File: src/rtl/png_ctrl_pkg.sv
// ---------------------------------------------------------------------------
// png_ctrl_pkg
// Shared types and constants for the Pong game-sequencing controller.
//   game_state_t : controller phase (ATTRACT / SERVE_WAIT / PLAY)
//   DIR_LEFT/RIGHT : serve_dir encodings
//   SCORE_W      : width of each score register
// ---------------------------------------------------------------------------
package png_ctrl_pkg;

    typedef enum logic [1:0] {
        ATTRACT    = 2'd0,
        SERVE_WAIT = 2'd1,
        PLAY       = 2'd2
    } game_state_t;

    localparam logic DIR_LEFT  = 1'b0;
    localparam logic DIR_RIGHT = 1'b1;

    localparam int SCORE_W = 4;

endpackage

File: src/rtl/png_frame_timer.sv
// ---------------------------------------------------------------------------
// png_frame_timer
// 8-bit loadable down-counter that counts frame ticks.
//   clk, rst  : clock, asynchronous active-high reset (count -> 0)
//   load      : load count with load_val (wins over tick)
//   load_val  : reload value
//   tick      : decrement strobe
//   done      : high in the cycle a tick arrives while count is 1
// ---------------------------------------------------------------------------
module png_frame_timer (
    input  logic       clk,
    input  logic       rst,
    input  logic       load,
    input  logic [7:0] load_val,
    input  logic       tick,
    output logic       done
);

    logic [7:0] count;

    // A load in the same cycle swallows the tick, so it can never signal done.
    assign done = tick && !load && (count == 8'd1);

    always_ff @(posedge clk or posedge rst) begin
        // NOTE: state is updated with non-blocking assignments so every
        // register samples pre-edge values regardless of statement order.
        if (rst) begin
            count <= 8'd0;
        end else if (load) begin
            count <= load_val;
        end else if (tick && (count != 8'd0)) begin
            count <= count - 8'd1;
        end
    end

endmodule

File: src/rtl/png_game_ctrl.sv
// ---------------------------------------------------------------------------
// png_game_ctrl
// Game-sequencing controller for the Pong core: attract/serve/play phases,
// serve delay counted in frames, and both score registers.
//   clk, rst     : clock, asynchronous active-high reset
//   vblank_tick  : one strobe per frame
//   coin         : start-game strobe (honoured only in ATTRACT)
//   miss_l       : ball left via left edge -> right player scores
//   miss_r       : ball left via right edge -> left player scores
//   attract      : high in ATTRACT
//   serve_en     : ball visible and moving (low only in SERVE_WAIT)
//   serve_dir    : launch direction, 0 = toward left, 1 = toward right
//   score_l/_r   : player scores
//   score_pulse  : one-cycle strobe on any score increment
//   game_over    : high from the winning point until the next coin
// ---------------------------------------------------------------------------
module png_game_ctrl
    import png_ctrl_pkg::*;
#(
    parameter int SERVE_DELAY = 64,
    parameter int WIN_SCORE   = 11
) (
    input  logic               clk,
    input  logic               rst,
    input  logic               vblank_tick,
    input  logic               coin,
    input  logic               miss_l,
    input  logic               miss_r,
    output logic               attract,
    output logic               serve_en,
    output logic               serve_dir,
    output logic [SCORE_W-1:0] score_l,
    output logic [SCORE_W-1:0] score_r,
    output logic               score_pulse,
    output logic               game_over
);

    localparam logic [7:0]         DELAY_VAL = SERVE_DELAY[7:0];
    localparam logic [SCORE_W-1:0] WIN_VAL   = WIN_SCORE[SCORE_W-1:0];

    game_state_t        state, state_nxt;
    logic [SCORE_W-1:0] score_l_inc, score_r_inc;
    logic               take_l, take_r, win;
    logic               timer_load, timer_tick, timer_done;

    assign score_l_inc = score_l + 4'd1;
    assign score_r_inc = score_r + 4'd1;

    // miss_l has priority; a simultaneous miss_r is dropped.
    assign take_l = (state == PLAY) && miss_l;
    assign take_r = (state == PLAY) && miss_r && !miss_l;
    assign win    = (take_l && (score_r_inc == WIN_VAL)) ||
                    (take_r && (score_l_inc == WIN_VAL));

    // The timer only counts in SERVE_WAIT; a reload on coin or a non-winning
    // miss wins over any coincident tick inside the timer.
    assign timer_load = ((state == ATTRACT) && coin) || ((take_l || take_r) && !win);
    assign timer_tick = (state == SERVE_WAIT) && vblank_tick;

    png_frame_timer u_timer (
        .clk      (clk),
        .rst      (rst),
        .load     (timer_load),
        .load_val (DELAY_VAL),
        .tick     (timer_tick),
        .done     (timer_done)
    );

    // State register
    always_ff @(posedge clk or posedge rst) begin
        if (rst) begin
            state <= ATTRACT;
        end else begin
            state <= state_nxt;
        end
    end

    // Next-state logic
    always_comb begin
        // NOTE: default assignment first so no path leaves state_nxt
        // unassigned, which would infer a latch.
        state_nxt = state;
        case (state)
            ATTRACT: begin
                if (coin) state_nxt = SERVE_WAIT;
            end
            SERVE_WAIT: begin
                if (timer_done) state_nxt = PLAY;
            end
            PLAY: begin
                if (take_l || take_r) state_nxt = win ? ATTRACT : SERVE_WAIT;
            end
            default: state_nxt = ATTRACT;
        endcase
    end

    // Output decode from the state register only
    always_comb begin
        attract  = (state == ATTRACT);
        serve_en = (state != SERVE_WAIT);
    end

    // Scores, serve direction and event flags
    always_ff @(posedge clk or posedge rst) begin
        if (rst) begin
            score_l     <= '0;
            score_r     <= '0;
            serve_dir   <= DIR_LEFT;
            score_pulse <= 1'b0;
            game_over   <= 1'b0;
        end else begin
            score_pulse <= 1'b0;
            if ((state == ATTRACT) && coin) begin
                score_l   <= '0;
                score_r   <= '0;
                game_over <= 1'b0;
            end else if (take_l) begin
                // Next ball goes toward the player who missed.
                score_r     <= score_r_inc;
                serve_dir   <= DIR_LEFT;
                score_pulse <= 1'b1;
                if (win) game_over <= 1'b1;
            end else if (take_r) begin
                score_l     <= score_l_inc;
                serve_dir   <= DIR_RIGHT;
                score_pulse <= 1'b1;
                if (win) game_over <= 1'b1;
            end
        end
    end

endmodule
File: config.mk
export PLATFORM = sky130hd
export DESIGN_NAME = png_game_ctrl
export DESIGN_NICKNAME = d
export VERILOG_FILES = /design/src/rtl/png_ctrl_pkg.sv /design/src/rtl/png_frame_timer.sv /design/src/rtl/png_game_ctrl.sv
export SDC_FILE = /design/constraint.sdc
export NUM_CORES = 1
export LEC_CHECK = 0
export BUFFER_PORTS_ARGS = -buffer_cell sky130_fd_sc_hd__buf_2
export CORE_AREA = 10 10 58 60
export CTS_BUF_LIST = sky130_fd_sc_hd__clkbuf_16
export DETAILED_ROUTE_END_ITERATION = 10
export DIE_AREA = 0 0 68 70
export PLACE_DENSITY = 0.86
export SETUP_SLACK_MARGIN = 0.02
export SYNTH_ARGS = -nofsm -noshare
export SYNTH_HDL_FRONTEND = slang
export SYNTH_HIERARCHICAL = 1
export SYNTH_SLANG_ARGS = --single-unit
File: constraint.sdc
create_clock -name clk -period 3.2 [get_ports clk]
set_input_delay 0 -clock clk [delete_from_list [all_inputs] [get_ports clk]]
set_output_delay 0 -clock clk [all_outputs]
set_load 0.02 [all_outputs]
==> reports/results.tsv, run 1 <==
metric	value	unit
fin_hold_ws	0.0558	ns
overflow	0	
io_buffer_count	18	
synth_area_leaders	dfrtp_1 (41%), ha_1 (6.9%), nand2_1 (4.1%)	
vias_per_cell	5.64	
die_h	70	um
worst_setup_path_start_kind	flop	
status	finished clean	
leakage	0.724	nW
yosysTopAreaCell	dfrtp_1	
finalSetupViolations	0	
rsz0062_at_grt	no	
slew_violations	0	
path_class	flop to flop	
min_path_type	primary input to flop	
wl_met3	136	um
initialDrtViolationCount	54	
syn-instance-count	137	
worstPathArrival	2.80	ns
grt_pass1_vias	1045	
synth-seq-cells	21	
seq_area_frac_synth	41.2	%
highest_layer	met4	
crit_path_max_fanout	16	
fin_crit_sh	83.3	%
syn_area	0.00128	mm2
cap_violations	0	
clock-sinks	21	
ioPinCount	19	
place_congestion	0.858	
fmax	0.375	GHz
num_rows	18	
hold_viol_final	0	
clk_latency	0.25	ns
nFillCells	175	
met2WireLength	1570	um
ys_warn_count	6	
syn_area_per_cell	9.32	um2
drive_above_1_share	18.7	%
end_kind	flop	
htree_levels	1	
post-cts-setup-buffers	0	
drt_pre_antenna_iters	4	
cts_tree	done	
fin_crit	2.67	ns
clk_pin_slew	0.06	ns
relSlewSlack	36.5	%
power.density	699	mW/mm2
start_util	54.5	%
skew	0.00224	ns
grt_max_degree	17	
async_flop_share	100	%
grt_usage	13.8	%
synth.top_cell.area_share	41.2	%
die_w	68	um
antenna_found_initial	0	
wl	3030	um
ys_types	44	
cp.required	3.33	ns
wl_met1	1270	um
routedWlPerCell	15.5	um
antenna_left	0	
nNetsFinal	180	
die_area	0.00476	mm2
drt_drc_violations_left	0	
final.setup.tns	0	ns
synthToLayoutAreaGrowth	19.2	%
root_buffer	clkbuf_16	
vdd_drop_max	0.541	mV
antennaDiodeCount	0	
clk_path_buf_depth	2	
core-area	0.00234	mm2
vias	1106	
synth_flop_cell	dfrtp_1	
worstMarginPinSlew	0.949	ns
dp_hpwl	2180	um
numCtsBuffers	3	
grt_pass1_wl	5140	um
synth_edf_count	0	
-- cell usage after synthesis (all sizes together) (3+ instances only) --
cell and number:
dfrtp 21, nor2 13, a2bb2oi 3, xor2 4, nand2 14, ha 7, nand3 7, o21ai 7
or4b 3, inv 11, nor3b 3, a21oi 5
-- critical path: stages, from the launching register on --
cell and delay, ns:
dfrtp_1 0.42, ha_1 0.25, xnor2_1 0.14, nand3_1 0.12
o22ai_2 0.10, nor2_1 0.76, inv_1 0.35, nand4b_1 0.19
nor4_1 0.08, inv_1 0.07, o2bb2ai_1 0.06
-- metal layers --
layer / global-route usage [%] / vias to the layer above
met3: 3.67 / 6
met2: 22.5 / 34
li1: - / 538
met1: 16.3 / 528
met5: 0 / -
met4: 5.59 / 0
-- registers in the layout, indices dropped and copies added, names as in the netlist --
signal	cells
u_timer/count	8
score_l	4
score_r	4
state	2
game_over	1
score_pulse	1
serve_dir	1
-- area by class of cell --
cell class              count  area [um2]  area share, %
well taps                  30        37.5           2.47
flip-flops and latches     21         526           34.5
clock buffers               3        75.1           4.93
inverters                  11        41.3           2.71
clock inverters             1        3.75          0.247
repair buffers             20         110           7.24
multi-input cells         110         728           47.9
-- kinds of logic (layout without fill, tap and decap cells) --
family                     after synthesis  count (layout)  share of synthesized area [%]
DFF                                     21              21                           41.2
xor gates and xnor gates                 6               6                           4.12
adders and majority gates                7               7                           6.86
muxes                                    2               2                           1.57
and+or+nand+nor                         59              59                           26.7
other                                    2               9                          0.588
buffers and inverters                   13              35                           3.82
AOI/OAI and AO/OA                       27              27                           15.2
-- layout by cell type, fill, tap and decap left out, types with 3 or more instances in the layout --
cell and n:
dfrtp_1 21, buf_2 18, nand2_1 14, nor2_1 13, inv_1 12, conb_1 9, o21ai_0 7, ha_1 7
nand3_1 6, a21oi_1 5, xor2_1 4, nor3b_1 3, clkbuf_16 3
-- metrics by stage --
step                      cells  instance area [um2]  util, %  setup WS (ns)  total power, mW
final                       196                 1520     65.0          0.534             1.06
after global routing        196                 1520     65.0          0.312             1.15
after CTS                   196                 1520     65.0          0.554             1.06
after detailed placement    190                 1420     60.7          0.620            0.797
after global placement      190                 1420     60.7          0.743            0.778
after floorplan             144                 1300        -           1.03            0.697
-- path summary, 6_finish.rpt --
kind / startpoint / to / slack [ns] / cells past startpoint
max: score_l[0] / state[1] / 0.53 / 10
min: miss_l / score_pulse / 0.06 / 3
max reg2reg: score_l[0] / state[1] / 0.53 / 10
min reg2reg: score_r[3] / score_r[3] / 0.52 / 2
max in group asynchronous: rst / score_r[1] / 2.53 / 3
min in group asynchronous: rst / u_timer/count[5] / 0.25 / 3
-- power by group --
part / switching (mW) / total [mW] / internal (mW)
Clock: 0.0913 / 0.258 / 0.166
Sequential: 0.0903 / 0.418 / 0.328
Combinational: 0.225 / 0.387 / 0.162
-- what timing repair did --
item	CTS	global route
endpoints found under the hold margin	22	0
resized for setup	0	0
hold buffers	2	0
(Power assumes the default switching activity.)
==> run 2, diff against run 1 <==
CORE_AREA = 10 10 62 64   (was 10 10 58 60)
DIE_AREA = 0 0 72 74   (was 0 0 68 70)
PLACE_DENSITY = 0.79   (was 0.86)
clock period = 2.2 ns   (was 3.2 ns; I/O delays follow)
==> run 2 against run 1 <==
Compared with the run above:
- count of clock-buffer cells in the layout unchanged
- wire length down 7.5%
- highest routed layer unchanged
- total power up 48%
- maximum frequency up 31%
- sequential power up 44%
- worst setup slack worse by 0.37 ns
- critical path depth unchanged
- clock skew about the same
- largest cell class unchanged
- utilization down 6.2 points
- sequential share of layout area down 0.94 points
- clock power up 47%
- combinational power up 53%
==> reports/results.tsv, run 2 (synthesis gave the netlist of run 1 again) <==
metric	value	unit	change
crit_path_max_fanout	5		-11
fin_crit_sh	92.5	%	+9.2 points
nNetsFinal	185		+2.8%
switching_power	0.589	mW	+45%
final_cell_mix	dfrtp_1 (21), buf_2 (18), nand2_1 (14)		
dp_cells	196		+3.2%
drt_drc_violations_left	0		unchanged
path_class	flop to flop		
slew_violations	0		unchanged
relSlewSlack	55.8	%	+19 points
skew	0.00214	ns	-0.000100 ns
root_buffer	clkbuf_16		
start_util	47.9	%	-6.6 points
status	finished clean		
layout_commonest_cell	dfrtp_1		
core-area	0.00266	mm2	+14%
p_comb_share	37.7	%	+1.3 points
crit_chain	ha_1, xnor2_1, nand3_2, o22ai_2, nor2_1, inv_1, nand4b_1, nor4_1, inv_1, o2bb2ai_1		
crit_top_cell	inv_1		
clk_pin_slew	0.06	ns	about the same
final_cells	202		+3.1%
final.setup.tns	0	ns	unchanged
regMostFlops	u_timer/count		
post-cts-setup-buffers	0		unchanged
hold_viol_final	0		unchanged
min_path_type	primary input to flop		
reg_top3	u_timer/count: 8 flops, score_l: 4 flops, score_r: 4 flops		
leakage	0.748	nW	+3.3%
htree_levels	1		unchanged
swShare	37.4	%	-0.81 points
vdd_drop_max	0.650	mV	+20%
cp.depth	10		unchanged
worstPathArrival	2.21	ns	-0.59 ns
reg2regPathDepth	10		unchanged
pwr-share-seq	38.2	%	-1.1 points
clock-sinks	21		unchanged
overflow	0		unchanged
critPathCapture	state[1]		
worstMarginPinSlew	0.662	ns	-0.288 ns
antenna_found_initial	0		unchanged
cap_violations	0		unchanged
rsz0062_at_grt	no		
regToRegStartpoint	score_r[0]		
grt_pass1_vias	1110		+6.2%
r2r_setup_slack	0.16	ns	-0.37 ns
nFillCells	220		+26%
grt_usage	10.7	%	-3.0 points
clk_latency	0.25	ns	about the same
cp_num_buf_inv	2		unchanged
cp.required	2.37	ns	-0.96 ns
initialDrtViolationCount	51		-5.6%
vias	1115		+0.81%
vias_per_cell	5.52		-2.2%
numCtsBuffers	3		unchanged
num_rows	19		+1
worst_setup_path_start_kind	flop		
fmax	0.491	GHz	+31%
slowest_stage	dfrtp_1		
ioPinCount	19		unchanged
drt_pre_antenna_iters	4		unchanged
finalSetupViolations	0		unchanged
die_w	72	um	+5.9%
critPathTopFamily	simple AND/OR/NAND/NOR gates		
clk_path_buf_depth	2		unchanged
intPower	0.984	mW	+50%
antenna_left	0		unchanged
clock_power_share	24.1	%	about the same
synthToLayoutAreaGrowth	22.5	%	
die_area	0.00533	mm2	+12%
io_buffer_count	18		unchanged
crit_start	score_r[0]		
r2r_end	state[1]		
largest_reg_flops	8		unchanged
antennaDiodeCount	0		unchanged
grt_pass1_wl	4790	um	-6.8%
worst_path_largest_cell_delay	0.42	ns	-0.34 ns
die_h	74	um	+5.7%
end_kind	flop		
routedWlPerCell	13.9	um	-10%
dp_hpwl	2250	um	+3.2%
place_congestion	0.879		+2.5%
wl	2800	um	-7.5%
fin_crit	2.04	ns	-0.630 ns
grt_max_degree	14		-3
cts_tree	done		
power.density	1010	mW/mm2	+44%
drive_above_1_share	22.2	%	+3.5 points
run 2: layout make-up:
type	count	area, um2	share of cell area [%]
Timing Repair Buffer	25	148	9.44
Multi-Input combinational cell	110	731	46.7
Clock buffer	3	75.1	4.80
Sequential cell	21	526	33.6
Clock inverter	1	5.00	0.320
Inverter	11	41.3	2.64
Tap cell	31	38.8	2.48
run 2: tightest hold or removal path, stage by stage:
cell	delay, ns
buf_2	0.10
nor3b_1	0.06
o2bb2ai_1	0.12
run 2: worst min path at each step:
| stage | startpoint | endpoint | slack (ns) | cells after the start |
|---|---|---|---|---|
| final | miss_r | state[1] | 0.06 | 3 |
| after CTS | miss_r | state[1] | 0.06 | 3 |
| after floorplan | rst | u_timer/count[0] | -0.18 | 1 |
| after detailed placement | rst | u_timer/count[4] | -0.02 | 2 |
| after global placement | rst | u_timer/count[6] | -0.03 | 2 |
| after global routing | miss_r | state[1] | 0.07 | 3 |
run 2: routing by layer:
layer | part of all wire (%) | vias up | track usage [%]
li1 | - | 550 | -
met1 | 42 | 542 | 10.8
met2 | 52 | 19 | 19.9
met3 | 4.7 | 4 | 2.79
met4 | 1.0 | 0 | 5.81
met5 | 0 | - | 0
run 2: repair_timing:
item                                    CTS  global route
hold buffers                              2             0
endpoints found under the hold margin    22             0
endpoints found under the setup margin    0             2
gates resized for setup                   0             1
run 2: through the flow:
stage	instance area [um2]	total power, mW	setup WS (ns)	util [%]	hold slack, ns
finish	1560	1.57	0.165	58.7	0.0629
CTS	1560	1.57	0.0859	58.6	0.0642
detailed placement	1460	1.19	0.155	54.9	-0.0245
global placement	1460	1.16	0.189	54.9	-0.0284
global route	1560	1.69	0.0228	58.7	0.0717
floorplan	1300	1.01	0.0266	-	-0.184
run 2: power by group through the flow:
stage          clock [mW]  combinational, mW  sequential, mW
4_1_cts             0.384              0.592           0.597
6_report            0.379              0.593           0.601
3_5_place_dp            0              0.584           0.603
3_3_place_gp            0              0.564           0.596
5_1_grt             0.403              0.666           0.623
2_1_floorplan           0              0.443           0.571
==> run 3, diff against run 2 <==
PLACE_DENSITY = 0.77   (was 0.79)
==> run 3 against run 2 <==
Compared with the run above:
- maximum frequency is 2.8% lower
- worst setup slack got worse by 0.058 ns
- via count decreased by 1.3%
- flip-flop and latch count did not move
- final cell count unchanged
- largest cell class unchanged
- largest power group unchanged
- highest routed layer unchanged
==> reports/results.tsv, run 3 (synthesis gave the netlist of run 1 again) <==
metric	value	unit	change
status	finished clean		
fin_crit_sh	95.2	%	+2.6 points
fmax	0.478	GHz	-2.8%
cts_tree	done		
post-cts-setup-buffers	0		unchanged
start_util	47.9	%	unchanged
layout_commonest_cell	dfrtp_1		
clk_pin_slew	0.06	ns	about the same
worst_setup_path_start_kind	flop		
io_buffer_count	18		unchanged
antenna_left	0		unchanged
core-area	0.00266	mm2	unchanged
crit_path_max_fanout	8		+3
overflow	0		unchanged
placed_area	0.00146	mm2	unchanged
relSlewSlack	56.1	%	+0.32 points
cap_violations	0		unchanged
antennaDiodeCount	0		unchanged
leakage	0.747	nW	about the same
drt_drc_violations_left	0		unchanged
drt_pre_antenna_iters	4		unchanged
hold_viol_final	0		unchanged
grt_max_degree	14		unchanged
root_buffer	clkbuf_16		
reg2regPathDepth	5		-5
clk_latency	0.26	ns	about the same
ioPinCount	19		unchanged
cp.required	2.36	ns	about the same
dp_hpwl	2230	um	-0.64%
fin_crit	2.09	ns	+0.0579 ns
wl	3020	um	+7.8%
reg_top3	u_timer/count: 8 flops, score_l: 4 flops, score_r: 4 flops		
grt_pass1_vias	1068		-3.8%
vdd_drop_max	0.809	mV	+25%
final_cell_mix	dfrtp_1 (21), buf_2 (18), nand2_1 (14)		
final.setup.tns	0	ns	unchanged
die_h	74	um	unchanged
grt_pass1_wl	5040	um	+5.3%
initialDrtViolationCount	94		+84%
regMostFlops	u_timer/count		
antenna_found_initial	0		unchanged
power.density	1020	mW/mm2	+1.5%
clk_path_buf_depth	2		unchanged
finalInstanceArea	0.00157	mm2	+0.40%
synthToLayoutAreaGrowth	23.0	%	
slew_violations	0		unchanged
largest_reg_flops	8		unchanged
vias	1101		-1.3%
worstPathArrival	2.25	ns	+0.04 ns
rsz0062_at_grt	yes		
vias_per_cell	5.45		-1.3%
drive_above_1_share	22.8	%	+0.58 points
clock-sinks	21		unchanged
die_area	0.00533	mm2	unchanged
min_path_type	primary input to flop		
htree_levels	1		unchanged
num_rows	19		unchanged
end_kind	flop		
die_w	72	um	unchanged
finalPower	1.60	mW	+1.9%
path_class	flop to flop		
fin_hold_ws	0.0521	ns	-0.0108 ns
numCtsBuffers	3		unchanged
finalSetupViolations	0		unchanged
grt_usage	11.7	%	+1.0 points
place_congestion	0.884		+0.51%
skew	0.00221	ns	+0.0000708 ns
routedWlPerCell	15.0	um	+7.8%
nNetsFinal	185		unchanged
worstMarginPinSlew	0.657	ns	-0.00472 ns
hold-path-cell-count	3		unchanged
-- run 3: through the flow --
step                setup slack, ns  utilization [%]  cells
floorplan                    0.0266                -    144
global placement             0.0843             54.9    196
detailed placement           0.0595             54.9    196
CTS                          0.0635             58.6    202
global route                0.00783             59.0    202
finish                        0.107             59.0    202
-- run 3: what timing repair did --
item / 4_1_cts / 5_1_grt
resized for setup: 0 / 2
hold endpoints to repair: 22 / 0
setup endpoints to repair: 0 / 4
hold buffers: 2 / 0
-- run 3: layout make-up --
class                      instances  area [um2]
fill                             235        1090
multi-input combinational        110         737
sequential                        21         526
timing repair buffer              25         148
clock buffer                       3        75.1
inverter                          11        41.3
tap                               31        38.8
clock inverter                     1        5.00
-- run 3: power breakdown --
part	internal (mW)	leakage, nW	total (mW)	switching, mW
sequential	0.476	0.273	0.606	0.129
combinational	0.272	0.433	0.606	0.335
clock	0.244	0.0409	0.392	0.148
-- run 3: path summary, 6_finish.rpt --
kind	start	slack [ns]	endpoint
min reg2reg	serve_dir	0.51	serve_dir
max	state[1]	0.11	u_timer/count[5]
max in group asynchronous	rst	1.51	score_l[1]
min in group asynchronous	rst	0.25	u_timer/count[0]
min	miss_r	0.05	state[1]
max reg2reg	state[1]	0.11	u_timer/count[5]
-- run 3: routing by layer --
layer  GRT usage [%]  share of wire (%)  up-vias
met5               0                  0        -
met4            4.52                1.2        0
met3            4.26                5.4        5
met2            20.7                 52       33
met1            12.6                 42      516
li1                -                  -      547
-- run 3: critical path, cell delays in order (launching register included) --
cell and delay, ns:
dfrtp_1 0.45, nand2b_1 0.24, nor2_2 0.20, or4b_4 0.51
a311o_1 0.36, o311ai_1 0.23
